**config.mk**
```make
export PLATFORM = sky130hd
export DESIGN_NAME = bitwise_serial
export DESIGN_NICKNAME = d
export VERILOG_FILES = /design/src/rtl/bitwise_pkg.sv /design/src/rtl/bitwise_slice.sv /design/src/rtl/bitwise_serial.sv
export SDC_FILE = /design/constraint.sdc
export NUM_CORES = 1
export LEC_CHECK = 0
export ABC_CLOCK_PERIOD_IN_PS = 4500
export CORE_MARGIN = 2
export CORE_UTILIZATION = 57
export DETAILED_ROUTE_END_ITERATION = 16
export PLACE_DENSITY_LB_ADDON = 0.2
export RECOVER_POWER = 50
export REMOVE_ABC_BUFFERS = 1
export SYNTH_ARGS = -nofsm -noshare
export SYNTH_HDL_FRONTEND = slang
export SYNTH_SLANG_ARGS = --single-unit
```
**constraint.sdc**
```tcl
create_clock -name clk -period 4.5 [get_ports clk]
set_input_delay 1.35 -clock clk [delete_from_list [all_inputs] [get_ports clk]]
set_output_delay 1.35 -clock clk [all_outputs]
set_load 0.05 [all_outputs]
```
**src/rtl/bitwise_pkg.sv**
```systemverilog
// Shared encodings for the bit-serial bitwise unit: operation codes and FSM states.
package bitwise_pkg;

    localparam logic [1:0] OP_AND  = 2'b00;
    localparam logic [1:0] OP_OR   = 2'b01;
    localparam logic [1:0] OP_XOR  = 2'b10;
    localparam logic [1:0] OP_NAND = 2'b11;

    typedef enum logic [1:0] {
        S_IDLE = 2'b00,
        S_RUN  = 2'b01,
        S_DONE = 2'b10
    } state_t;

endpackage

```
**src/rtl/bitwise_slice.sv**
```systemverilog
// One SLICE-bit lane of the bitwise unit. Purely combinational; the top
// time-multiplexes this single instance across all slices of the operands.
module bitwise_slice
    import bitwise_pkg::*;
#(
    parameter int SLICE = 4
) (
    input  logic [1:0]       op,
    input  logic [SLICE-1:0] a_s,
    input  logic [SLICE-1:0] b_s,
    output logic [SLICE-1:0] y_s
);

    // Select the requested bitwise function for this slice.
    always_comb begin
        y_s = '0;
        case (op)
            OP_AND:  y_s = a_s & b_s;
            OP_OR:   y_s = a_s | b_s;
            OP_XOR:  y_s = a_s ^ b_s;
            OP_NAND: y_s = ~(a_s & b_s);
            default: y_s = '0;
        endcase
    end

endmodule

```
**src/rtl/bitwise_serial.sv**
```systemverilog
// Bit-serial AND/OR/XOR/NAND unit: processes SLICE bits per cycle, LSB slice
// first, behind a start/busy/done handshake. Operands and op are captured when
// start is accepted (IDLE or DONE), so the inputs may change during RUN.
// Handshake: start is sampled only while not busy; done is a one-cycle pulse
// in DONE, and out/zero change only on the edge that enters DONE.
// Optional feature: define BITWISE_SERIAL_ZERO_EN to add the registered zero flag.
module bitwise_serial
    import bitwise_pkg::*;
#(
    parameter int WIDTH = 16,
    parameter int SLICE = 4
) (
    input  logic             clk,
    input  logic             reset,
    input  logic             start,
    input  logic [1:0]       op,
    input  logic [WIDTH-1:0] a,
    input  logic [WIDTH-1:0] b,
    output logic             busy,
    output logic             done,
    output logic [WIDTH-1:0] out
`ifdef BITWISE_SERIAL_ZERO_EN
    ,
    output logic             zero
`endif
);

    localparam int NSLICE = WIDTH / SLICE;
    localparam int IDX_W  = (NSLICE > 1) ? $clog2(NSLICE) : 1;
    localparam logic [IDX_W-1:0] IDX_LAST = IDX_W'(NSLICE - 1);

    state_t             state_q, state_d;
    logic [IDX_W-1:0]   idx_q, idx_d;
    logic [WIDTH-1:0]   a_q, a_d;
    logic [WIDTH-1:0]   b_q, b_d;
    logic [1:0]         op_q, op_d;
    logic [WIDTH-1:0]   work_q, work_d;
    logic [WIDTH-1:0]   out_q, out_d;
    logic [WIDTH-1:0]   work_next;
    logic [SLICE-1:0]   a_s, b_s, y_s;
`ifdef BITWISE_SERIAL_ZERO_EN
    logic               zero_q, zero_d;
`endif

    // Pick the current slice of the latched operands for the shared lane.
    always_comb begin
        a_s = a_q[int'(idx_q)*SLICE +: SLICE];
        b_s = b_q[int'(idx_q)*SLICE +: SLICE];
    end

    bitwise_slice #(.SLICE(SLICE)) u_slice (
        .op  (op_q),
        .a_s (a_s),
        .b_s (b_s),
        .y_s (y_s)
    );

    // Next-state logic: operand capture, slice stepping and result publication.
    always_comb begin
        state_d   = state_q;
        idx_d     = idx_q;
        a_d       = a_q;
        b_d       = b_q;
        op_d      = op_q;
        work_d    = work_q;
        out_d     = out_q;
`ifdef BITWISE_SERIAL_ZERO_EN
        zero_d    = zero_q;
`endif
        work_next = work_q;
        work_next[int'(idx_q)*SLICE +: SLICE] = y_s;

        case (state_q)
            S_IDLE, S_DONE: begin
                if (start) begin
                    a_d     = a;
                    b_d     = b;
                    op_d    = op;
                    idx_d   = '0;
                    state_d = S_RUN;
                end else begin
                    state_d = S_IDLE;
                end
            end
            S_RUN: begin
                work_d = work_next;
                if (idx_q == IDX_LAST) begin
                    // Final slice: the merged value is complete, publish it.
                    out_d   = work_next;
`ifdef BITWISE_SERIAL_ZERO_EN
                    zero_d  = (work_next == '0);
`endif
                    state_d = S_DONE;
                end else begin
                    idx_d = idx_q + IDX_W'(1);
                end
            end
            default: state_d = S_IDLE;
        endcase
    end

    // State and datapath registers; reset clears everything immediately.
    always_ff @(posedge clk or posedge reset) begin
        if (reset) begin
            state_q <= S_IDLE;
            idx_q   <= '0;
            a_q     <= '0;
            b_q     <= '0;
            op_q    <= '0;
            work_q  <= '0;
            out_q   <= '0;
`ifdef BITWISE_SERIAL_ZERO_EN
            zero_q  <= 1'b1;
`endif
        end else begin
            state_q <= state_d;
            idx_q   <= idx_d;
            a_q     <= a_d;
            b_q     <= b_d;
            op_q    <= op_d;
            work_q  <= work_d;
            out_q   <= out_d;
`ifdef BITWISE_SERIAL_ZERO_EN
            zero_q  <= zero_d;
`endif
        end
    end

    assign busy = (state_q == S_RUN);
    assign done = (state_q == S_DONE);
    assign out  = out_q;
`ifdef BITWISE_SERIAL_ZERO_EN
    assign zero = zero_q;
`endif

endmodule

```
==> impl.org <==
** Outcome
- The run finished with clean final reports.

** Finish
- Of the cells placed in the final design, the portion with a size suffix greater than 1 is 0.06311.
- Antenna Diode Count :: 0
- Area growth from synthesis to layout :: 23.12%
- After the last flow step, the layout net total stands at 460.
- Filler cell count :: 477

** Timing
- Timing would allow up to slightly above 0.3 GHz.
- Setup ws final :: around 1.2 ns
- RSZ-0062 raised after global routing :: no
- Setup violations remaining at the end of the flow were counted as 0.
- Adding up every negative setup slack in the final design gives 0 ns.
- Final hold analysis gives a worst-case slack of 0.4657 ns.
- Final Skew :: roughly 0.0074 ns
- Final Slew Violations :: 0
- Measured slew at the worst slew-check pin :: 1.473 ns
- Of the available clock period, the critical path in the final layout requires 0.7247.
- Fin. Hold Viols :: 0
- The clock period could shrink to 3.261 ns.
- Measured against its own limit, the worst slew margin works out to 0.01798.

** Synthesis
- After synthesis, the largest family of logic cells by area is simple AND/OR/NAND/NOR gates.
- Post-synth top cells :: sky130_fd_sc_hd__nand2_1 (133), sky130_fd_sc_hd__dfrtp_1 (70), sky130_fd_sc_hd__o21ai_0 (28), sky130_fd_sc_hd__a21oi_1 (18), sky130_fd_sc_hd__nor3b_1 (16)
- sky130_fd_sc_hd__nand2_1 is the most common cell in the netlist.
- By area the synthesized netlist is led by sky130_fd_sc_hd__dfrtp_1 (52%), sky130_fd_sc_hd__nand2_1 (15%), sky130_fd_sc_hd__ha_1 (5.2%).
- The synthesized design contains 70 register bits.
- Area share of xor/xnor cells in the synthesized design :: 0
- Each instance of the synthesized netlist takes up on average around 9.5 µm².
- Of the total synthesized cell area, the portion taken by AND, OR, NAND and NOR gates is 0.2186.
- Synth async-reset ratio :: 1.000
- Cell type contributing the most total cell area after synthesis :: sky130_fd_sc_hd__dfrtp_1
- Compound-cell area share of the yosys netlist :: 0.1035
- Of the total synthesized cell area, the portion taken by full adders, half adders and majority gates is 0.05195.
- Portion of netlist area occupied by mux cells :: 0.06494
- The mapped netlist covers around 0.0034 mm².
- Sequential share of the synthesized area :: 0.5195
- Number of synthesized flops with an enable pin :: 0
- The most used flip-flop cell after synthesis is sky130_fd_sc_hd__dfrtp_1.
- Gate count of the mapped netlist :: 355
- Distinct cell type count after synthesis :: 31
- For this run, the number of Yosys warnings is 0.
- Of the post-synthesis cell area, the dominant cell type holds 0.5195.

** Die
- In this run the standard cell core region covers about 0.0058 mm².
- In this run the vertical extent of the chip is approximately 80 µm.
- Die area :: 0.006547 mm²
- Boundary pin count :: 55
- Initial standard-cell utilization of the core :: 0.5798
- Die Width :: 80.92 µm
- The floorplan has 28 rows.

** Clocking
- In this run the deepest clock path goes through 2 buffers.
- Count of instances resized after the clock tree is built :: 0
- The later pin in the worst-skew pair is clocked with a latency of 0.34 ns.
- TritonCTS built the clock tree.
- Number of setup buffers added after CTS :: 0
- The tree built by TritonCTS fans out to 70 sinks.
- Clock-pin slew was measured on the worst setup and hold paths at 0.06 ns.
- The number of clock buffers added by TritonCTS is 9.
- CTS Root Buffer Type :: sky130_fd_sc_hd__clkbuf_8
- # H-tree levels :: 3
- Count of hold buffers inserted by post-cts repair :: 0

** Setup path
- The worst setup path is captured at an asynchronous set/reset pin.
- R2R Path Start :: idx_q[0]
- The most critical setup path has its startpoint at reset.
- The endpoint identified for the worst register-to-register timing path is out[11].
- Critical-path maximum fanout :: 48
- Counting cells, the worst reg-to-reg path comes to 6.
- STA classifies the critical path startpoint as an input pin.
- At the worst endpoint, the required time is 4.77 ns.
- Crit path DAT :: 3.53 ns
- Kind of critical path :: input pin to asynchronous set/reset pin
- Slack of the worst reg-to-reg path :: 1.75 ns

** Power
- Switching fraction of total power :: 0.4371
- Summed over all cells, the static leakage comes to 1.942 nW.
- Internal Dissipation :: 0.001787 W
- Maximum resistive drop on vdd :: between 0.3 and 0.4 mV
- In this run the power spent charging and discharging nets is ~0.0014 W.
- Of the total power, the clock network draws 0.158.
- Areal power density over the cells :: 764.5 mW/mm²
- Part of the power in combinational logic :: 0.491
- Of the total power, registers draw 0.352.

** Drt
- The count of nets left with antenna violations once routing finished came out at 0.
- Wire length reported by the detailed router :: 6863 µm
- Wirelength per Cell :: 14.09 µm
- Vias/cell :: 5.411
- In the routed design, unresolved DRC markers number 0.
- The detailed router finished its first iteration with 172 violations.
- The first detailed-routing pass took 4 iterations.
- The final route contains 2635 vias.

** Worst hold path
- The worst hold path passes through 2 cells.
- Endpoint with the worst hold slack :: b_q[5]
- In this run the most critical hold path is launched from b_q[5].
- Kind of path behind the tightest hold check :: flop to flop

** Placed design
- The wire-length estimate of the detail-placed layout is 4745 µm.
- Pre-CTS setup slack :: 1.732 ns
- Port buffer count :: 54
- Final GP Congestion :: 0.8135

** GRT
- Initial antenna violation count :: 0
- The first global-routing pass estimated 11910 µm of wire.
- Global router's overall resource usage :: 0.2387
- Entering global routing, the biggest net connects 49 pins.
- The number of global-route vias before repair came to between 2k and 3k.
- The total overflow left after global routing is 0.

** Job
- Number of maximum-capacitance constraint violations :: 0
## cell usage in the layout (no fill, tap or decap), types with 5 or more instances in the layout
cell type	synthesis	routed
sky130_fd_sc_hd__clkbuf_8	0	11
sky130_fd_sc_hd__nor3b_1	16	16
sky130_fd_sc_hd__a21oi_1	18	18
sky130_fd_sc_hd__ha_1	14	14
sky130_fd_sc_hd__nand2_1	133	133
sky130_fd_sc_hd__o21ai_1	9	9
sky130_fd_sc_hd__clkdlybuf4s50_1	0	52
sky130_fd_sc_hd__inv_1	15	15
sky130_fd_sc_hd__dfrtp_1	70	70
sky130_fd_sc_hd__o21ai_0	28	28
sky130_fd_sc_hd__nor2b_1	6	5
## metrics by stage
stage	utilization	instance area [µm²]	instances	power, W
2_1_floorplan	-	3294	339	0.002178
3_3_place_gp	0.6824	3969	473	0.002607
6_report	0.7139	4151	487	0.003174
5_1_grt	0.7139	4151	487	0.003428
3_5_place_dp	0.6824	3969	473	0.002683
4_1_cts	0.7149	4158	487	0.003189
## flip-flops by register name (all words and copies together) (netlist names)
signal	count
work_q	16
op_q	2
idx_q	2
b_q	16
a_q	16
state_q	2
out	16
## power by group through the flow
stage               sequential, W  combinational (W)  clock (W)
finish                    0.00112            0.00156   0.000501
global route              0.00116            0.00174   0.000529
CTS                       0.00112            0.00157   0.000502
detailed placement        0.00113            0.00155          0
global placement          0.00111            0.00149          0
floorplan                 0.00127           0.000907          0
## critical path: stages
cell and delay, ns:
sky130_fd_sc_hd__dlygate4sd3_1 0.53, sky130_fd_sc_hd__inv_1 0.62, sky130_fd_sc_hd__clkbuf_2 1.01
## cell type report
cell class / count / area (µm²) / share of cell area
flip-flops and latches: 70 / 1752 / 0.4219
multi-input cells: 253 / 1483 / 0.3571
repair buffers: 59 / 571.8 / 0.1377
clock buffers: 13 / 158.9 / 0.03828
well taps: 75 / 93.84 / 0.02260
inverters: 16 / 62.56 / 0.01507
clock inverters: 1 / 30.03 / 0.007233
## worst max path at each step
stage / slack [ns] / to / cells past startpoint
after floorplan: 1.38 / a_q[0] / 1
after detailed placement: 1.73 / b_q[12] / 3
after global routing: 0.80 / b_q[8] / 3
final: 1.24 / a_q[4] / 3
after CTS: 1.38 / busy / 2
after global placement: 1.76 / a_q[8] / 3
## cells by family (layout without fill, tap and decap cells)
family          count (synthesis)  in the layout
simple gates                  166            166
flops                          70             70
compound gates                 63             63
buf+inv                        32             89
fa+ha+maj                      14             14
mux                            10             10
## layer usage
metal | wire length, µm | up-vias | global-route usage
li1 | - | 1285 | -
met1 | 3109 | 1250 | 0.3071
met2 | 3248 | 90 | 0.3851
met3 | 399 | 10 | 0.06222
met4 | 106 | 0 | 0.1000
met5 | 0 | - | 0
(Power assumes the default switching activity.)
